--- config.mk ---
export PLATFORM = sky130hd
export DESIGN_NAME = arrhythmia_dtree_top_flat
export DESIGN_NICKNAME = d
export VERILOG_FILES = /design/src/rtl/arrhythmia_dtree_top_if.sv /design/src/rtl/arrhythmia_dtree_top.sv /design/src/flat_wrapper.sv
export SDC_FILE = /design/constraint.sdc
export NUM_CORES = 1
export LEC_CHECK = 0
export ABC_AREA = 1
export CAP_MARGIN = 20
export CORE_AREA = 3 3 144 146
export DETAILED_ROUTE_END_ITERATION = 10
export DIE_AREA = 0 0 147 149
export DONT_BUFFER_PORTS = 1
export PLACE_DENSITY = 0.3
export SYNTH_ARGS = -nofsm -noshare
export SYNTH_HDL_FRONTEND = slang
export SYNTH_SLANG_ARGS = --single-unit
export TNS_END_PERCENT = 5
--- constraint.sdc ---
create_clock -name clk -period 0.8 [get_ports clk]
set_input_delay 0.04 -clock clk [delete_from_list [all_inputs] [get_ports clk]]
set_output_delay 0.04 -clock clk [all_outputs]
set_load 0.02 [all_outputs]
--- src/rtl/arrhythmia_dtree_top_if.sv ---
// ---------------------------------------------------------------------------
// arrhythmia_dtree_top_if
//   Bundles the classifier's feature-vector input side and its class-label
//   result side into one interface.
//
//   Signals:
//     in_valid   1  feature vector on X* is valid this cycle
//     X0..X276   8  unsigned quantised ECG features (45 of them, node order)
//     out        5  class label 0..31
//     out_valid  1  out holds a fresh result this cycle
//
//   Modports:
//     master  - producer of feature vectors / consumer of labels (bench side)
//     slave   - the classifier itself
// ---------------------------------------------------------------------------
interface arrhythmia_dtree_top_if;
    logic       in_valid;
    logic [7:0] X0,   X2,   X5,   X9,   X10,  X12,  X13,  X50,  X55,  X74,
                X91,  X124, X139, X147, X164, X170, X171, X175, X180, X184,
                X186, X190, X195, X199, X205, X209, X216, X221, X222, X235,
                X236, X240, X246, X251, X255, X256, X257, X258, X261, X264,
                X265, X271, X274, X275, X276;
    logic [4:0] out;
    logic       out_valid;

    modport master (
        output in_valid,
        output X0,   X2,   X5,   X9,   X10,  X12,  X13,  X50,  X55,  X74,
               X91,  X124, X139, X147, X164, X170, X171, X175, X180, X184,
               X186, X190, X195, X199, X205, X209, X216, X221, X222, X235,
               X236, X240, X246, X251, X255, X256, X257, X258, X261, X264,
               X265, X271, X274, X275, X276,
        input  out,
        input  out_valid
    );

    modport slave (
        input  in_valid,
        input  X0,   X2,   X5,   X9,   X10,  X12,  X13,  X50,  X55,  X74,
               X91,  X124, X139, X147, X164, X170, X171, X175, X180, X184,
               X186, X190, X195, X199, X205, X209, X216, X221, X222, X235,
               X236, X240, X246, X251, X255, X256, X257, X258, X261, X264,
               X265, X271, X274, X275, X276,
        output out,
        output out_valid
    );
endinterface

--- src/rtl/arrhythmia_dtree_top.sv ---
// ---------------------------------------------------------------------------
// arrhythmia_dtree_top
//   Decision-list classifier over 45 quantised arrhythmia ECG features.
//   Nodes are examined in port order; node k fires when its feature is
//   strictly greater (unsigned) than its 8-bit threshold, and the lowest
//   firing node supplies the class label. If nothing fires the label is
//   DEFAULT_CLASS. The label is registered, so one vector per cycle is
//   accepted with no back-pressure.
//
//   Ports:
//     clk   rising-edge clock
//     rst   asynchronous active-high reset (clears out / out_valid)
//     bus   arrhythmia_dtree_top_if.slave: in_valid, X*, out, out_valid
//
//   Configuration macro:
//     DTREE_INPUT_REG_EN  when defined, X* and in_valid are registered
//                         before the decision logic (latency 2 cycles);
//                         otherwise inputs feed it directly (latency 1).
// ---------------------------------------------------------------------------
module arrhythmia_dtree_top #(
    parameter logic [359:0] THRESH        = {45{8'd127}},
    // Node k label is (k % 16) + 1; node 44 sits in the MSBs.
    parameter logic [224:0] LABEL         = {
        5'd13, 5'd12, 5'd11, 5'd10, 5'd9,  5'd8,  5'd7,  5'd6,  5'd5,
        5'd4,  5'd3,  5'd2,  5'd1,
        5'd16, 5'd15, 5'd14, 5'd13, 5'd12, 5'd11, 5'd10, 5'd9,
        5'd8,  5'd7,  5'd6,  5'd5,  5'd4,  5'd3,  5'd2,  5'd1,
        5'd16, 5'd15, 5'd14, 5'd13, 5'd12, 5'd11, 5'd10, 5'd9,
        5'd8,  5'd7,  5'd6,  5'd5,  5'd4,  5'd3,  5'd2,  5'd1
    },
    parameter logic [4:0]   DEFAULT_CLASS = 5'd1
) (
    input  logic                 clk,
    input  logic                 rst,
    arrhythmia_dtree_top_if.slave bus
);

    localparam int NODES = 45;

    // Features gathered into node order.
    logic [7:0] feat [NODES];

    assign feat[0]  = bus.X0;
    assign feat[1]  = bus.X2;
    assign feat[2]  = bus.X5;
    assign feat[3]  = bus.X9;
    assign feat[4]  = bus.X10;
    assign feat[5]  = bus.X12;
    assign feat[6]  = bus.X13;
    assign feat[7]  = bus.X50;
    assign feat[8]  = bus.X55;
    assign feat[9]  = bus.X74;
    assign feat[10] = bus.X91;
    assign feat[11] = bus.X124;
    assign feat[12] = bus.X139;
    assign feat[13] = bus.X147;
    assign feat[14] = bus.X164;
    assign feat[15] = bus.X170;
    assign feat[16] = bus.X171;
    assign feat[17] = bus.X175;
    assign feat[18] = bus.X180;
    assign feat[19] = bus.X184;
    assign feat[20] = bus.X186;
    assign feat[21] = bus.X190;
    assign feat[22] = bus.X195;
    assign feat[23] = bus.X199;
    assign feat[24] = bus.X205;
    assign feat[25] = bus.X209;
    assign feat[26] = bus.X216;
    assign feat[27] = bus.X221;
    assign feat[28] = bus.X222;
    assign feat[29] = bus.X235;
    assign feat[30] = bus.X236;
    assign feat[31] = bus.X240;
    assign feat[32] = bus.X246;
    assign feat[33] = bus.X251;
    assign feat[34] = bus.X255;
    assign feat[35] = bus.X256;
    assign feat[36] = bus.X257;
    assign feat[37] = bus.X258;
    assign feat[38] = bus.X261;
    assign feat[39] = bus.X264;
    assign feat[40] = bus.X265;
    assign feat[41] = bus.X271;
    assign feat[42] = bus.X274;
    assign feat[43] = bus.X275;
    assign feat[44] = bus.X276;

    // Operands seen by the decision logic.
    logic [7:0] dec_feat [NODES];
    logic       dec_vld;

`ifdef DTREE_INPUT_REG_EN
    // ---- stage p0: input capture ----
    logic [7:0] feat_p0 [NODES];
    logic       vld_p0;

    always_ff @(posedge clk or posedge rst) begin
        if (rst) begin
            vld_p0 <= 1'b0;
            for (int k = 0; k < NODES; k++) begin
                feat_p0[k] <= 8'd0;
            end
        end else begin
            vld_p0 <= bus.in_valid;
            for (int k = 0; k < NODES; k++) begin
                feat_p0[k] <= feat[k];
            end
        end
    end

    always_comb begin
        dec_vld = vld_p0;
        for (int k = 0; k < NODES; k++) begin
            dec_feat[k] = feat_p0[k];
        end
    end
`else
    always_comb begin
        dec_vld = bus.in_valid;
        for (int k = 0; k < NODES; k++) begin
            dec_feat[k] = feat[k];
        end
    end
`endif

    // Walking from the last node toward node 0 lets the lowest firing node
    // overwrite every higher one, giving first-match priority.
    logic [4:0] cls;

    always_comb begin
        cls = DEFAULT_CLASS;
        for (int k = NODES - 1; k >= 0; k--) begin
            if (dec_feat[k] > THRESH[8*k +: 8]) begin
                cls = LABEL[5*k +: 5];
            end
        end
    end

    // ---- stage p1: registered result ----
    logic [4:0] out_p1;
    logic       vld_p1;

    always_ff @(posedge clk or posedge rst) begin
        if (rst) begin
            out_p1 <= 5'd0;
            vld_p1 <= 1'b0;
        end else begin
            vld_p1 <= dec_vld;
            if (dec_vld) begin
                out_p1 <= cls;
            end
        end
    end

    assign bus.out       = out_p1;
    assign bus.out_valid = vld_p1;

endmodule

--- src/flat_wrapper.sv ---
// flat-port wrapper written by rule: the top's interface ports become plain ports
module arrhythmia_dtree_top_flat 
#(
    parameter logic [359:0] THRESH        = {45{8'd127}},
                                                              
    parameter logic [224:0] LABEL         = {
        5'd13, 5'd12, 5'd11, 5'd10, 5'd9,  5'd8,  5'd7,  5'd6,  5'd5,
        5'd4,  5'd3,  5'd2,  5'd1,
        5'd16, 5'd15, 5'd14, 5'd13, 5'd12, 5'd11, 5'd10, 5'd9,
        5'd8,  5'd7,  5'd6,  5'd5,  5'd4,  5'd3,  5'd2,  5'd1,
        5'd16, 5'd15, 5'd14, 5'd13, 5'd12, 5'd11, 5'd10, 5'd9,
        5'd8,  5'd7,  5'd6,  5'd5,  5'd4,  5'd3,  5'd2,  5'd1
    },
    parameter logic [4:0]   DEFAULT_CLASS = 5'd1
)
  (clk, rst, bus_in_valid, bus_X0, bus_X2, bus_X5, bus_X9, bus_X10, bus_X12, bus_X13, bus_X50, bus_X55, bus_X74, bus_X91, bus_X124, bus_X139, bus_X147, bus_X164, bus_X170, bus_X171, bus_X175, bus_X180, bus_X184, bus_X186, bus_X190, bus_X195, bus_X199, bus_X205, bus_X209, bus_X216, bus_X221, bus_X222, bus_X235, bus_X236, bus_X240, bus_X246, bus_X251, bus_X255, bus_X256, bus_X257, bus_X258, bus_X261, bus_X264, bus_X265, bus_X271, bus_X274, bus_X275, bus_X276, bus_out, bus_out_valid);
  arrhythmia_dtree_top_if bus_i ();
  input  logic clk;
  input  logic rst;
  input wire logic [$bits(bus_i.in_valid)-1:0] bus_in_valid;
  input wire logic [$bits(bus_i.X0)-1:0] bus_X0;
  input wire logic [$bits(bus_i.X2)-1:0] bus_X2;
  input wire logic [$bits(bus_i.X5)-1:0] bus_X5;
  input wire logic [$bits(bus_i.X9)-1:0] bus_X9;
  input wire logic [$bits(bus_i.X10)-1:0] bus_X10;
  input wire logic [$bits(bus_i.X12)-1:0] bus_X12;
  input wire logic [$bits(bus_i.X13)-1:0] bus_X13;
  input wire logic [$bits(bus_i.X50)-1:0] bus_X50;
  input wire logic [$bits(bus_i.X55)-1:0] bus_X55;
  input wire logic [$bits(bus_i.X74)-1:0] bus_X74;
  input wire logic [$bits(bus_i.X91)-1:0] bus_X91;
  input wire logic [$bits(bus_i.X124)-1:0] bus_X124;
  input wire logic [$bits(bus_i.X139)-1:0] bus_X139;
  input wire logic [$bits(bus_i.X147)-1:0] bus_X147;
  input wire logic [$bits(bus_i.X164)-1:0] bus_X164;
  input wire logic [$bits(bus_i.X170)-1:0] bus_X170;
  input wire logic [$bits(bus_i.X171)-1:0] bus_X171;
  input wire logic [$bits(bus_i.X175)-1:0] bus_X175;
  input wire logic [$bits(bus_i.X180)-1:0] bus_X180;
  input wire logic [$bits(bus_i.X184)-1:0] bus_X184;
  input wire logic [$bits(bus_i.X186)-1:0] bus_X186;
  input wire logic [$bits(bus_i.X190)-1:0] bus_X190;
  input wire logic [$bits(bus_i.X195)-1:0] bus_X195;
  input wire logic [$bits(bus_i.X199)-1:0] bus_X199;
  input wire logic [$bits(bus_i.X205)-1:0] bus_X205;
  input wire logic [$bits(bus_i.X209)-1:0] bus_X209;
  input wire logic [$bits(bus_i.X216)-1:0] bus_X216;
  input wire logic [$bits(bus_i.X221)-1:0] bus_X221;
  input wire logic [$bits(bus_i.X222)-1:0] bus_X222;
  input wire logic [$bits(bus_i.X235)-1:0] bus_X235;
  input wire logic [$bits(bus_i.X236)-1:0] bus_X236;
  input wire logic [$bits(bus_i.X240)-1:0] bus_X240;
  input wire logic [$bits(bus_i.X246)-1:0] bus_X246;
  input wire logic [$bits(bus_i.X251)-1:0] bus_X251;
  input wire logic [$bits(bus_i.X255)-1:0] bus_X255;
  input wire logic [$bits(bus_i.X256)-1:0] bus_X256;
  input wire logic [$bits(bus_i.X257)-1:0] bus_X257;
  input wire logic [$bits(bus_i.X258)-1:0] bus_X258;
  input wire logic [$bits(bus_i.X261)-1:0] bus_X261;
  input wire logic [$bits(bus_i.X264)-1:0] bus_X264;
  input wire logic [$bits(bus_i.X265)-1:0] bus_X265;
  input wire logic [$bits(bus_i.X271)-1:0] bus_X271;
  input wire logic [$bits(bus_i.X274)-1:0] bus_X274;
  input wire logic [$bits(bus_i.X275)-1:0] bus_X275;
  input wire logic [$bits(bus_i.X276)-1:0] bus_X276;
  output wire logic [$bits(bus_i.out)-1:0] bus_out;
  output wire logic [$bits(bus_i.out_valid)-1:0] bus_out_valid;
  assign bus_i.in_valid = bus_in_valid;
  assign bus_i.X0 = bus_X0;
  assign bus_i.X2 = bus_X2;
  assign bus_i.X5 = bus_X5;
  assign bus_i.X9 = bus_X9;
  assign bus_i.X10 = bus_X10;
  assign bus_i.X12 = bus_X12;
  assign bus_i.X13 = bus_X13;
  assign bus_i.X50 = bus_X50;
  assign bus_i.X55 = bus_X55;
  assign bus_i.X74 = bus_X74;
  assign bus_i.X91 = bus_X91;
  assign bus_i.X124 = bus_X124;
  assign bus_i.X139 = bus_X139;
  assign bus_i.X147 = bus_X147;
  assign bus_i.X164 = bus_X164;
  assign bus_i.X170 = bus_X170;
  assign bus_i.X171 = bus_X171;
  assign bus_i.X175 = bus_X175;
  assign bus_i.X180 = bus_X180;
  assign bus_i.X184 = bus_X184;
  assign bus_i.X186 = bus_X186;
  assign bus_i.X190 = bus_X190;
  assign bus_i.X195 = bus_X195;
  assign bus_i.X199 = bus_X199;
  assign bus_i.X205 = bus_X205;
  assign bus_i.X209 = bus_X209;
  assign bus_i.X216 = bus_X216;
  assign bus_i.X221 = bus_X221;
  assign bus_i.X222 = bus_X222;
  assign bus_i.X235 = bus_X235;
  assign bus_i.X236 = bus_X236;
  assign bus_i.X240 = bus_X240;
  assign bus_i.X246 = bus_X246;
  assign bus_i.X251 = bus_X251;
  assign bus_i.X255 = bus_X255;
  assign bus_i.X256 = bus_X256;
  assign bus_i.X257 = bus_X257;
  assign bus_i.X258 = bus_X258;
  assign bus_i.X261 = bus_X261;
  assign bus_i.X264 = bus_X264;
  assign bus_i.X265 = bus_X265;
  assign bus_i.X271 = bus_X271;
  assign bus_i.X274 = bus_X274;
  assign bus_i.X275 = bus_X275;
  assign bus_i.X276 = bus_X276;
  assign bus_out = bus_i.out;
  assign bus_out_valid = bus_i.out_valid;
  arrhythmia_dtree_top #(.THRESH(THRESH), .LABEL(LABEL), .DEFAULT_CLASS(DEFAULT_CLASS)) u_core (.clk(clk), .rst(rst), .bus(bus_i));
endmodule
==> results of run 1 <==
metrics by stage:
| stage | std cells | TNS, ns |
|---|---|---|
| 6_report | 452 | -2.39 |
| 5_1_grt | 452 | -3.67 |
| 4_1_cts | 452 | -2.66 |
| 3_5_place_dp | 447 | -4.17 |
| 3_3_place_gp | 447 | -4.24 |
| 2_1_floorplan | 155 | -2.29 |
power by group through the flow:
| stage | logic, mW | registers, mW | clock network [mW] |
|---|---|---|---|
| 2_1_floorplan | 0.262 | 0.351 | 0 |
| 3_3_place_gp | 0.409 | 0.336 | 0 |
| 3_5_place_dp | 0.408 | 0.337 | 0 |
| 4_1_cts | 0.435 | 0.334 | 0.815 |
| 5_1_grt | 0.499 | 0.336 | 0.832 |
| 6_report | 0.436 | 0.335 | 0.798 |
cells in the mapped netlist (all sizes together):
cell type,instances
a31oi,4
dfrtp,6
o31ai,1
a22o,1
o311ai,2
and2,1
nor2,10
clkinv,1
o21ai,5
a21boi,1
a21oi,1
bufinv,9
nand2,55
nand3,12
inv,38
nor3,1
nor4,7
logic make-up after synthesis:
logic type | count (synthesis) | share of synthesized area (%)
simple gates | 86 | 39.3
flops | 6 | 16.4
compound gates | 15 | 11.0
buf+inv | 48 | 33.3
worst max-delay path by stage:
| stage | depth (start not counted) | endpoint | from | slack [ns] |
|---|---|---|---|---|
| 6_report | 44 | u_core.bus.out[0] | bus_X274[7] | -1.22 |
| 5_1_grt | 44 | u_core.bus.out[0] | bus_X274[7] | -1.83 |
| 4_1_cts | 44 | u_core.bus.out[0] | bus_X274[7] | -1.29 |
| 3_5_place_dp | 44 | u_core.bus.out[0] | bus_X274[7] | -1.56 |
| 3_3_place_gp | 44 | u_core.bus.out[0] | bus_X274[7] | -1.55 |
| 2_1_floorplan | 44 | u_core.bus.out[0] | bus_X274[7] | -1.20 |
cells in the final DEF, fill, tap and decap left out, drive strengths merged:
| cell type | synthesis | layout |
|---|---|---|
| o31ai | 1 | 1 |
| nor2 | 10 | 10 |
| clkbuf | 0 | 3 |
| clkinv | 1 | 1 |
| buf | 0 | 27 |
| o311ai | 2 | 2 |
| o21ai | 5 | 5 |
| nor3 | 1 | 1 |
| dfrtp | 6 | 6 |
| a21boi | 1 | 1 |
| dlygate4sd3 | 0 | 2 |
| a22o | 1 | 1 |
| nand2 | 55 | 55 |
| bufinv | 9 | 9 |
| inv | 38 | 38 |
| a31oi | 4 | 4 |
| and2 | 1 | 1 |
| nand3 | 12 | 12 |
| a21oi | 1 | 1 |
| nor4 | 7 | 7 |
sequential cells by signal, summed over array words and instances, names as in the netlist:
name	cells
u_core.bus.out_valid	1
u_core.bus.out	5
critical path: cells and delay by family:
family	cells	cell delay (ns)
AOI/OAI and AO/OA	1	0.05
and+or+nand+nor	42	2.03
buffers and inverters	1	0.03
area by class of cell:
cell class / instances / area, µm² / share of cell area, %
multi-input combinational: 101 / 554 / 33.3
tap: 265 / 332 / 19.9
inverter: 48 / 312 / 18.7
timing repair buffer: 29 / 241 / 14.5
sequential: 6 / 150 / 9.02
clock buffer: 3 / 75.1 / 4.51
layer usage:
layer  wire length, µm  vias up  part of all wire [%]
li1                  -      540                     -
met5                 0        -                     0
met2              1460       39                    37
met1              1250      407                    31
met4                17        0                  0.43
met3              1270        2                    32
repair_timing:
action,in CTS,in global routing
resized for setup,20,6
endpoints found under the hold margin,8,1
endpoints found under the setup margin,9,10
==> impl_metrics.env, run 1 <==
export IMPL_outcome="finished with violations"
export IMPL_violations="hold timing, setup timing"
export IMPL_ir_worst_vdd_uv=687
export IMPL_cp_required_ns=0.91
export IMPL_diodes=0
export IMPL_num_nets_final=552
export IMPL_io_pins=369
export IMPL_dieArea_um2=21900
export IMPL_final_hold_violation_count=1
export IMPL_hold_class="input pin to flip-flop"
export IMPL_syn_area_per_cell_um2=5.89
export IMPL_cts_root_buf="clkbuf_16"
export IMPL_cts_tree="yes"
export IMPL_fp_dieH_um=149
export IMPL_numCtsBuffers=3
export IMPL_p_clk_share_pct=50.8
export IMPL_cp_end_kind="flip-flop"
export IMPL_cts_setup_buffers=0
export IMPL_dr_total_vias=988
export IMPL_hpwl_mm=3.75
export IMPL_synth_seq_cells=6
export IMPL_clock_skew_ns=0
export IMPL_reg2reg_from="u_core.bus.out[2]"
export IMPL_top_usage_layer="met3"
export IMPL_path_clk_slew_ns=0.03
export IMPL_std_cell_rows=51
export IMPL_coreArea_um2=19500
export IMPL_grt_pass1_vias=1127
export IMPL_drt_iter0_drc=29
export IMPL_cp_max_fo=2
export IMPL_routed_wirelength_mm=4.00
export IMPL_setup_viol=4
export IMPL_clock_latency_ns=0.22
export IMPL_cp_arrival_ns=2.13
export IMPL_syn_num_nets=518
export IMPL_power_share_combinational_pct=27.8
export IMPL_drive_above_1_share_pct=28.3
export IMPL_crit_path_frequent_cell="nand2_1"
export IMPL_dr_pass1_iters=4
export IMPL_switching_share_pct=22.5
export IMPL_yosysSeqAreaShare_pct=16.4
export IMPL_synth_top_cell_by_area="nand2_1"
export IMPL_synth_cell_area_um2=913
export IMPL_synthCells=155
export IMPL_grt_pass1_wl_mm=6.15
export IMPL_wl_per_cell_um=8.84
export IMPL_grt_util_met3_pct=5.04
export IMPL_clockBufferDepth=2
export IMPL_hold_buffers=2
export IMPL_h_tree_depth=1
export IMPL_slowest_delay_ns=0.07
export IMPL_layout_setup_ws_ns=-1.22
export IMPL_io_buffers=0
export IMPL_tightest_slew_ns=0.417
export IMPL_min_to="u_core.bus.out[0]"
export IMPL_grt_max_degree=7
export IMPL_timing_fmax_mhz=495
export IMPL_hold_ws_ns=-0.0161
export IMPL_slew_viol_final=0
export IMPL_ant_nets=0
export IMPL_p_total_mw=1.57
export IMPL_antenna_found_initial=0
export IMPL_viasPerCell=2.19
export IMPL_crit_slowest_cell="nand2_2"
export IMPL_start_util_pct=4.68
export IMPL_power_net_switching_uw=352
export IMPL_reg2reg_to="u_core.bus.out[2]"
export IMPL_rrSetupSlack_ns=0.07
export IMPL_cp_start_kind="input pin"
export IMPL_fin_area_um2=1660
export IMPL_powerDensity_nw_per_um2=943
export IMPL_layout_min_cycle_time_ns=2.02
export IMPL_synth_distinct_cells=19
export IMPL_synthTopCellsByArea="nand2_1, bufinv_8, dfrtp_1"
export IMPL_grtUsageMet1_pct=3.46
export IMPL_slew_headroom_pct=71.9
export IMPL_grt_use_total_pct=3.71
export IMPL_routabilityCongestion=0.688
export IMPL_seqPwrFrac_pct=21.4
export IMPL_yosys_area_top_type_share_pct=22.6
export IMPL_clock_sinks=6
export IMPL_p_int_mw=1.22
export IMPL_overflow=0
export IMPL_p_leak_nw=0.788
export IMPL_dp_slack_ns=-1.56
export IMPL_final_fill_count=2313
export IMPL_min_delay_start="bus_X2[7]"
export IMPL_use_met2_pct=5.00
export IMPL_cap_violations=0
export IMPL_placed_cell_area_um2=1450
export IMPL_syn_to_final_growth_pct=82.2
export IMPL_drc=0
export IMPL_fp_dieW_um=147
export IMPL_rr_worst_depth=1
export IMPL_crit_type="input pin to flip-flop"
export IMPL_final_util_pct=8.52
export IMPL_rsz0062_at_grt="true"
export IMPL_min_delay_path_depth=3
export IMPL_finalCritPeriodShare_pct=252
export IMPL_yosysWarnings=0
(Power assumes the default switching activity.)
==> inputs of run 2 (changes only) <==
--- a/config.mk
+++ b/config.mk
@@ -12,6 +12,7 @@
 export DIE_AREA = 0 0 147 149
 export DONT_BUFFER_PORTS = 1
 export PLACE_DENSITY = 0.3
+export SETUP_SLACK_MARGIN = 0.3
 export SYNTH_ARGS = -nofsm -noshare
 export SYNTH_HDL_FRONTEND = slang
 export SYNTH_SLANG_ARGS = --single-unit
==> run 2 against run 1 <==
- the run still ends with hold timing, setup timing left
- sequential share of layout area is essentially flat
- register-to-register slack is essentially flat
- count of clock-buffer cells in the layout did not move
- highest routed layer unchanged
==> impl_metrics.env, run 2 (same netlist as run 1, synthesis figures left out) <==
export IMPL_path_clk_slew_ns=0.03
export IMPL_rsz0062_at_grt="true"
export IMPL_clock_skew_ns=0
export IMPL_cp_end_kind="flip-flop"
export IMPL_timing_fmax_mhz=495
export IMPL_ant_nets=0
export IMPL_dr_total_vias=985
export IMPL_fp_dieW_um=147
export IMPL_grt_max_degree=7
export IMPL_cts_tree="yes"
export IMPL_ir_worst_vdd_uv=687
export IMPL_dp_slack_ns=-1.56
export IMPL_numCtsBuffers=3
export IMPL_diodes=0
export IMPL_mostFrequentLayoutCell="nand2_1"
export IMPL_finalCritPeriodShare_pct=252
export IMPL_dieArea_um2=21900
export IMPL_final_fill_count=2319
export IMPL_outcome="finished with violations"
export IMPL_h_tree_depth=1
export IMPL_fp_dieH_um=149
export IMPL_cp_start_kind="input pin"
export IMPL_crit_path_frequent_cell="nand2_1"
export IMPL_grt_pass1_vias=1141
export IMPL_syn_to_final_growth_pct=83.0
export IMPL_min_delay_path_depth=3
export IMPL_setup_viol=4
export IMPL_drc=0
export IMPL_cts_setup_buffers=0
export IMPL_viasPerCell=2.18
export IMPL_std_cell_rows=51
export IMPL_cap_violations=0
export IMPL_clock_sinks=6
export IMPL_hpwl_mm=3.75
export IMPL_wl_per_cell_um=8.97
export IMPL_cp_arrival_ns=2.13
export IMPL_slowest_delay_ns=0.07
export IMPL_crit_type="input pin to flip-flop"
export IMPL_cts_root_buf="clkbuf_16"
export IMPL_grt_use_total_pct=3.77
export IMPL_final_cell_mix="nand2_1, inv_1, buf_4, nand3_1, nor2_1"
export IMPL_clockBufferDepth=2
export IMPL_tightest_slew_ns=0.306
export IMPL_multi_input_area_um2=561
export IMPL_clock_latency_ns=0.22
export IMPL_overflow=0
export IMPL_dr_pass1_iters=4
export IMPL_grt_pass1_wl_mm=6.23
export IMPL_regArea_um2=151
export IMPL_hold_class="input pin to flip-flop"
export IMPL_layout_setup_ws_ns=-1.22
export IMPL_routabilityCongestion=0.688
export IMPL_violations="hold timing, setup timing"
export IMPL_slew_viol_final=0
export IMPL_drt_iter0_drc=30
export IMPL_antenna_found_initial=0
export IMPL_p_total_mw=1.57
export IMPL_start_util_pct=4.68
export IMPL_finalSetupTns_ns=-2.39
export IMPL_drive_above_1_share_pct=29.4
export IMPL_coreArea_um2=19500
export IMPL_fin_cells=452
export IMPL_layout_min_cycle_time_ns=2.02
export IMPL_crit_slowest_cell="nand2_2"
export IMPL_placedCellCount=447
export IMPL_hold_ws_ns=-0.0160
export IMPL_hold_buffers=2
export IMPL_cp_required_ns=0.91
export IMPL_io_buffers=0
export IMPL_rr_worst_depth=1
export IMPL_powerDensity_nw_per_um2=938
export IMPL_final_hold_violation_count=1
export IMPL_largest_reg_flops=5
export IMPL_slew_headroom_pct=79.5
export IMPL_io_pins=369
export IMPL_num_nets_final=552
export IMPL_cp_max_fo=2
export IMPL_p_leak_nw=0.788
export IMPL_routed_wirelength_mm=4.05
-- run 2: cell types whose count changed in the layout (fill, tap and decap cells not counted) --
cell / change
nor4_1: -1
dfrtp_1: -1
dfrtp_2: +1
nor4_2: +1
-- run 2: what timing repair did --
action | in CTS | in global routing
gates resized for setup | 24 | 4
pin swaps | 1 | 1
endpoints found under the hold margin | 8 | 1
setup endpoints to repair | 11 | 12
-- run 2: final timing paths --
kind | from | end | slack [ns]
setup / recovery | bus_X274[7] | u_core.bus.out[0] | -1.22
hold / removal | bus_X2[7] | u_core.bus.out[0] | -0.02
setup reg to reg | u_core.bus.out[2] | u_core.bus.out[2] | 0.07
hold reg to reg | u_core.bus.out[1] | u_core.bus.out[1] | 0.51
max in group asynchronous | rst | u_core.bus.out_valid | 0.40
min in group asynchronous | rst | u_core.bus.out[0] | 0.18
-- run 2: metrics by stage --
step                      hold WS [ns]  cell area [µm²]  utilization [%]
after floorplan                 -0.169              913                -
after global placement          -0.142             1450             7.41
after detailed placement        -0.137             1450             7.41
after CTS                      -0.0179             1660             8.48
after global routing           -0.0121             1670             8.56
final                          -0.0160             1670             8.56
-- run 2: routing by layer --
layer	track usage (%)	part of all wire [%]	vias up
met2	5.19	37	39
met1	3.30	30	407
li1	-	-	537
met5	0	0	-
met3	5.35	32	2
met4	0.419	0.42	0
-- run 2: report_power, final --
group / switching [mW] / internal, mW
clock network: 0.156 / 0.640
registers: 0.0139 / 0.322
logic: 0.181 / 0.255
-- run 2: layout make-up --
class / instances / area share [%]
repair buffers: 29 / 14.4
flip-flops and latches: 6 / 9.06
inverters: 48 / 18.6
clock buffers: 3 / 4.49
multi-input cells: 101 / 33.5
well taps: 265 / 19.8
-- run 2: critical path: cells and delay by family --
kind	cells	cell delay [ns]
simple gates	42	2.03
compound gates	1	0.05
buf+inv	1	0.03
==> inputs of run 3 (changes only) <==
==> constraint.sdc (replaced) <==
create_clock -name clk -period 2.6 [get_ports clk]
set_input_delay 0.13 -clock clk [delete_from_list [all_inputs] [get_ports clk]]
set_output_delay 0.13 -clock clk [all_outputs]
set_load 0.02 [all_outputs]
==> run 3 against run 2 <==
- the run now ends clean
- sequential power is 68% lower
- die area stayed put
- cell area fell by 19%
- critical path depth did not move
- critical path type unchanged
- highest routed layer unchanged
==> impl_metrics.env, run 3 (same netlist as run 1, synthesis figures left out) <==
export IMPL_final_util_pct=6.94
export IMPL_cts_root_buf="clkbuf_16"
export IMPL_multi_input_area_um2=467
export IMPL_layout_setup_ws_ns=0.414
export IMPL_mostFrequentLayoutCell="nand2_1"
export IMPL_syn_to_final_growth_pct=48.4
export IMPL_fp_dieH_um=149
export IMPL_path_buf_inv=1
export IMPL_start_util_pct=4.68
export IMPL_largest_reg_flops=5
export IMPL_wl_per_cell_um=8.86
export IMPL_drive_above_1_share_pct=11.2
export IMPL_min_delay_path_depth=2
export IMPL_wl_met3_um=649
export IMPL_clock_sinks=6
export IMPL_clockBufferDepth=2
export IMPL_crit_slowest_cell="nand2_2"
export IMPL_dp_slack_ns=-0.00938
export IMPL_crit_family="simple AND/OR/NAND/NOR gates"
export IMPL_dr_total_vias=897
export IMPL_antenna_found_initial=0
export IMPL_grt_max_degree=7
export IMPL_cap_violations=0
export IMPL_rsz0062_at_grt="true"
export IMPL_drt_met1_wl_mm=1.71
export IMPL_routed_wirelength_mm=3.78
export IMPL_clock_skew_ns=0
export IMPL_crit_type="input pin to flip-flop"
export IMPL_numCtsBuffers=3
export IMPL_slew_viol_final=0
export IMPL_path_clk_slew_ns=0.03
export IMPL_ant_nets=0
export IMPL_diodes=0
export IMPL_rr_worst_depth=1
export IMPL_clock_latency_ns=0.23
export IMPL_overflow=0
export IMPL_cp_required_ns=2.71
export IMPL_ir_worst_vdd_uv=137
export IMPL_fp_dieW_um=147
export IMPL_dr_pass1_iters=3
export IMPL_setup_viol=0
export IMPL_io_pins=369
export IMPL_regArea_um2=150
export IMPL_slowest_delay_ns=0.08
export IMPL_tightest_slew_ns=0.700
export IMPL_grt_pass1_vias=955
export IMPL_cp_max_fo=2
export IMPL_hpwl_mm=3.61
export IMPL_cp_end_kind="flip-flop"
export IMPL_p_leak_nw=0.636
export IMPL_num_nets_final=526
export IMPL_final_hold_violation_count=0
export IMPL_drc=0
export IMPL_coreArea_um2=19500
export IMPL_cp_arrival_ns=2.30
export IMPL_finalCritPeriodShare_pct=84.1
export IMPL_std_cell_rows=51
export IMPL_drt_iter0_drc=23
export IMPL_final_fill_count=2336
export IMPL_timing_fmax_mhz=457
export IMPL_io_buffers=0
export IMPL_grt_pass1_wl_mm=5.26
export IMPL_met2WireLength_mm=1.39
export IMPL_final_cell_mix="nand2_1, inv_1, nand3_1, nor2_1, bufinv_8"
export IMPL_outcome="completed"
export IMPL_crit_path_frequent_cell="nand2_1"
export IMPL_cts_tree="yes"
export IMPL_viasPerCell=2.11
export IMPL_dieArea_um2=21900
export IMPL_top_layer_used="met4"
export IMPL_slew_headroom_pct=52.9
export IMPL_layout_min_cycle_time_ns=2.19
export IMPL_h_tree_depth=1
export IMPL_hold_ws_ns=0.0569
export IMPL_cp_start_kind="input pin"
export IMPL_grt_use_total_pct=3.30
export IMPL_crit_cells=44
export IMPL_routabilityCongestion=0.689
export IMPL_powerDensity_nw_per_um2=339
export IMPL_hold_class="input pin to flip-flop"
-- run 3: layer usage --
metal  vias to the layer above  GRT usage, %
met5                         -             0
met4                         0         0.559
met3                         4          2.49
met2                        37          4.31
met1                       374          4.35
li1                        482             -
-- run 3: what timing repair did --
action                                  CTS  global route
hold endpoints to repair                  7             0
resized for setup                         3             0
endpoints found under the setup margin    1             1
hold buffers                              2             0
setup buffers                             0             0
-- run 3: worst paths after layout --
| path | slack (ns) | to | start |
|---|---|---|---|
| setup / recovery | 0.41 | u_core.bus.out[0] | bus_X274[7] |
| min in group asynchronous | 0.27 | u_core.bus.out_valid | rst |
| hold / removal | 0.06 | u_core.bus.out[0] | bus_in_valid |
| hold reg to reg | 0.65 | u_core.bus.out[3] | u_core.bus.out[3] |
| setup reg to reg | 1.77 | u_core.bus.out[2] | u_core.bus.out[2] |
| max in group asynchronous | 2.13 | u_core.bus.out[2] | rst |
-- run 3: power by group --
part / switching [mW] / internal [mW] / leakage (nW)
combinational: 0.0484 / 0.0530 / 0.523
sequential: 0.00966 / 0.0987 / 0.0761
clock: 0.0516 / 0.197 / 0.0370
-- run 3: cell type report --
cell class                 instances  share of cell area [%]
sequential                         6                    11.1
tap                              265                    24.5
multi-input combinational        101                    34.4
inverter                          48                    22.4
timing repair buffer               3                    2.03
clock buffer                       3                    5.54
-- run 3: per-stage QoR --
| step | power, mW | setup TNS, ns | instance area (µm²) | cells |
|---|---|---|---|---|
| floorplan | 0.189 | 0 | 913 | 155 |
| finish | 0.459 | 0 | 1360 | 426 |
| global placement | 0.210 | -0.0203 | 1250 | 421 |
| detailed placement | 0.211 | -0.00938 | 1250 | 421 |
| CTS | 0.469 | 0 | 1360 | 426 |
| global route | 0.487 | -0.00410 | 1360 | 426 |
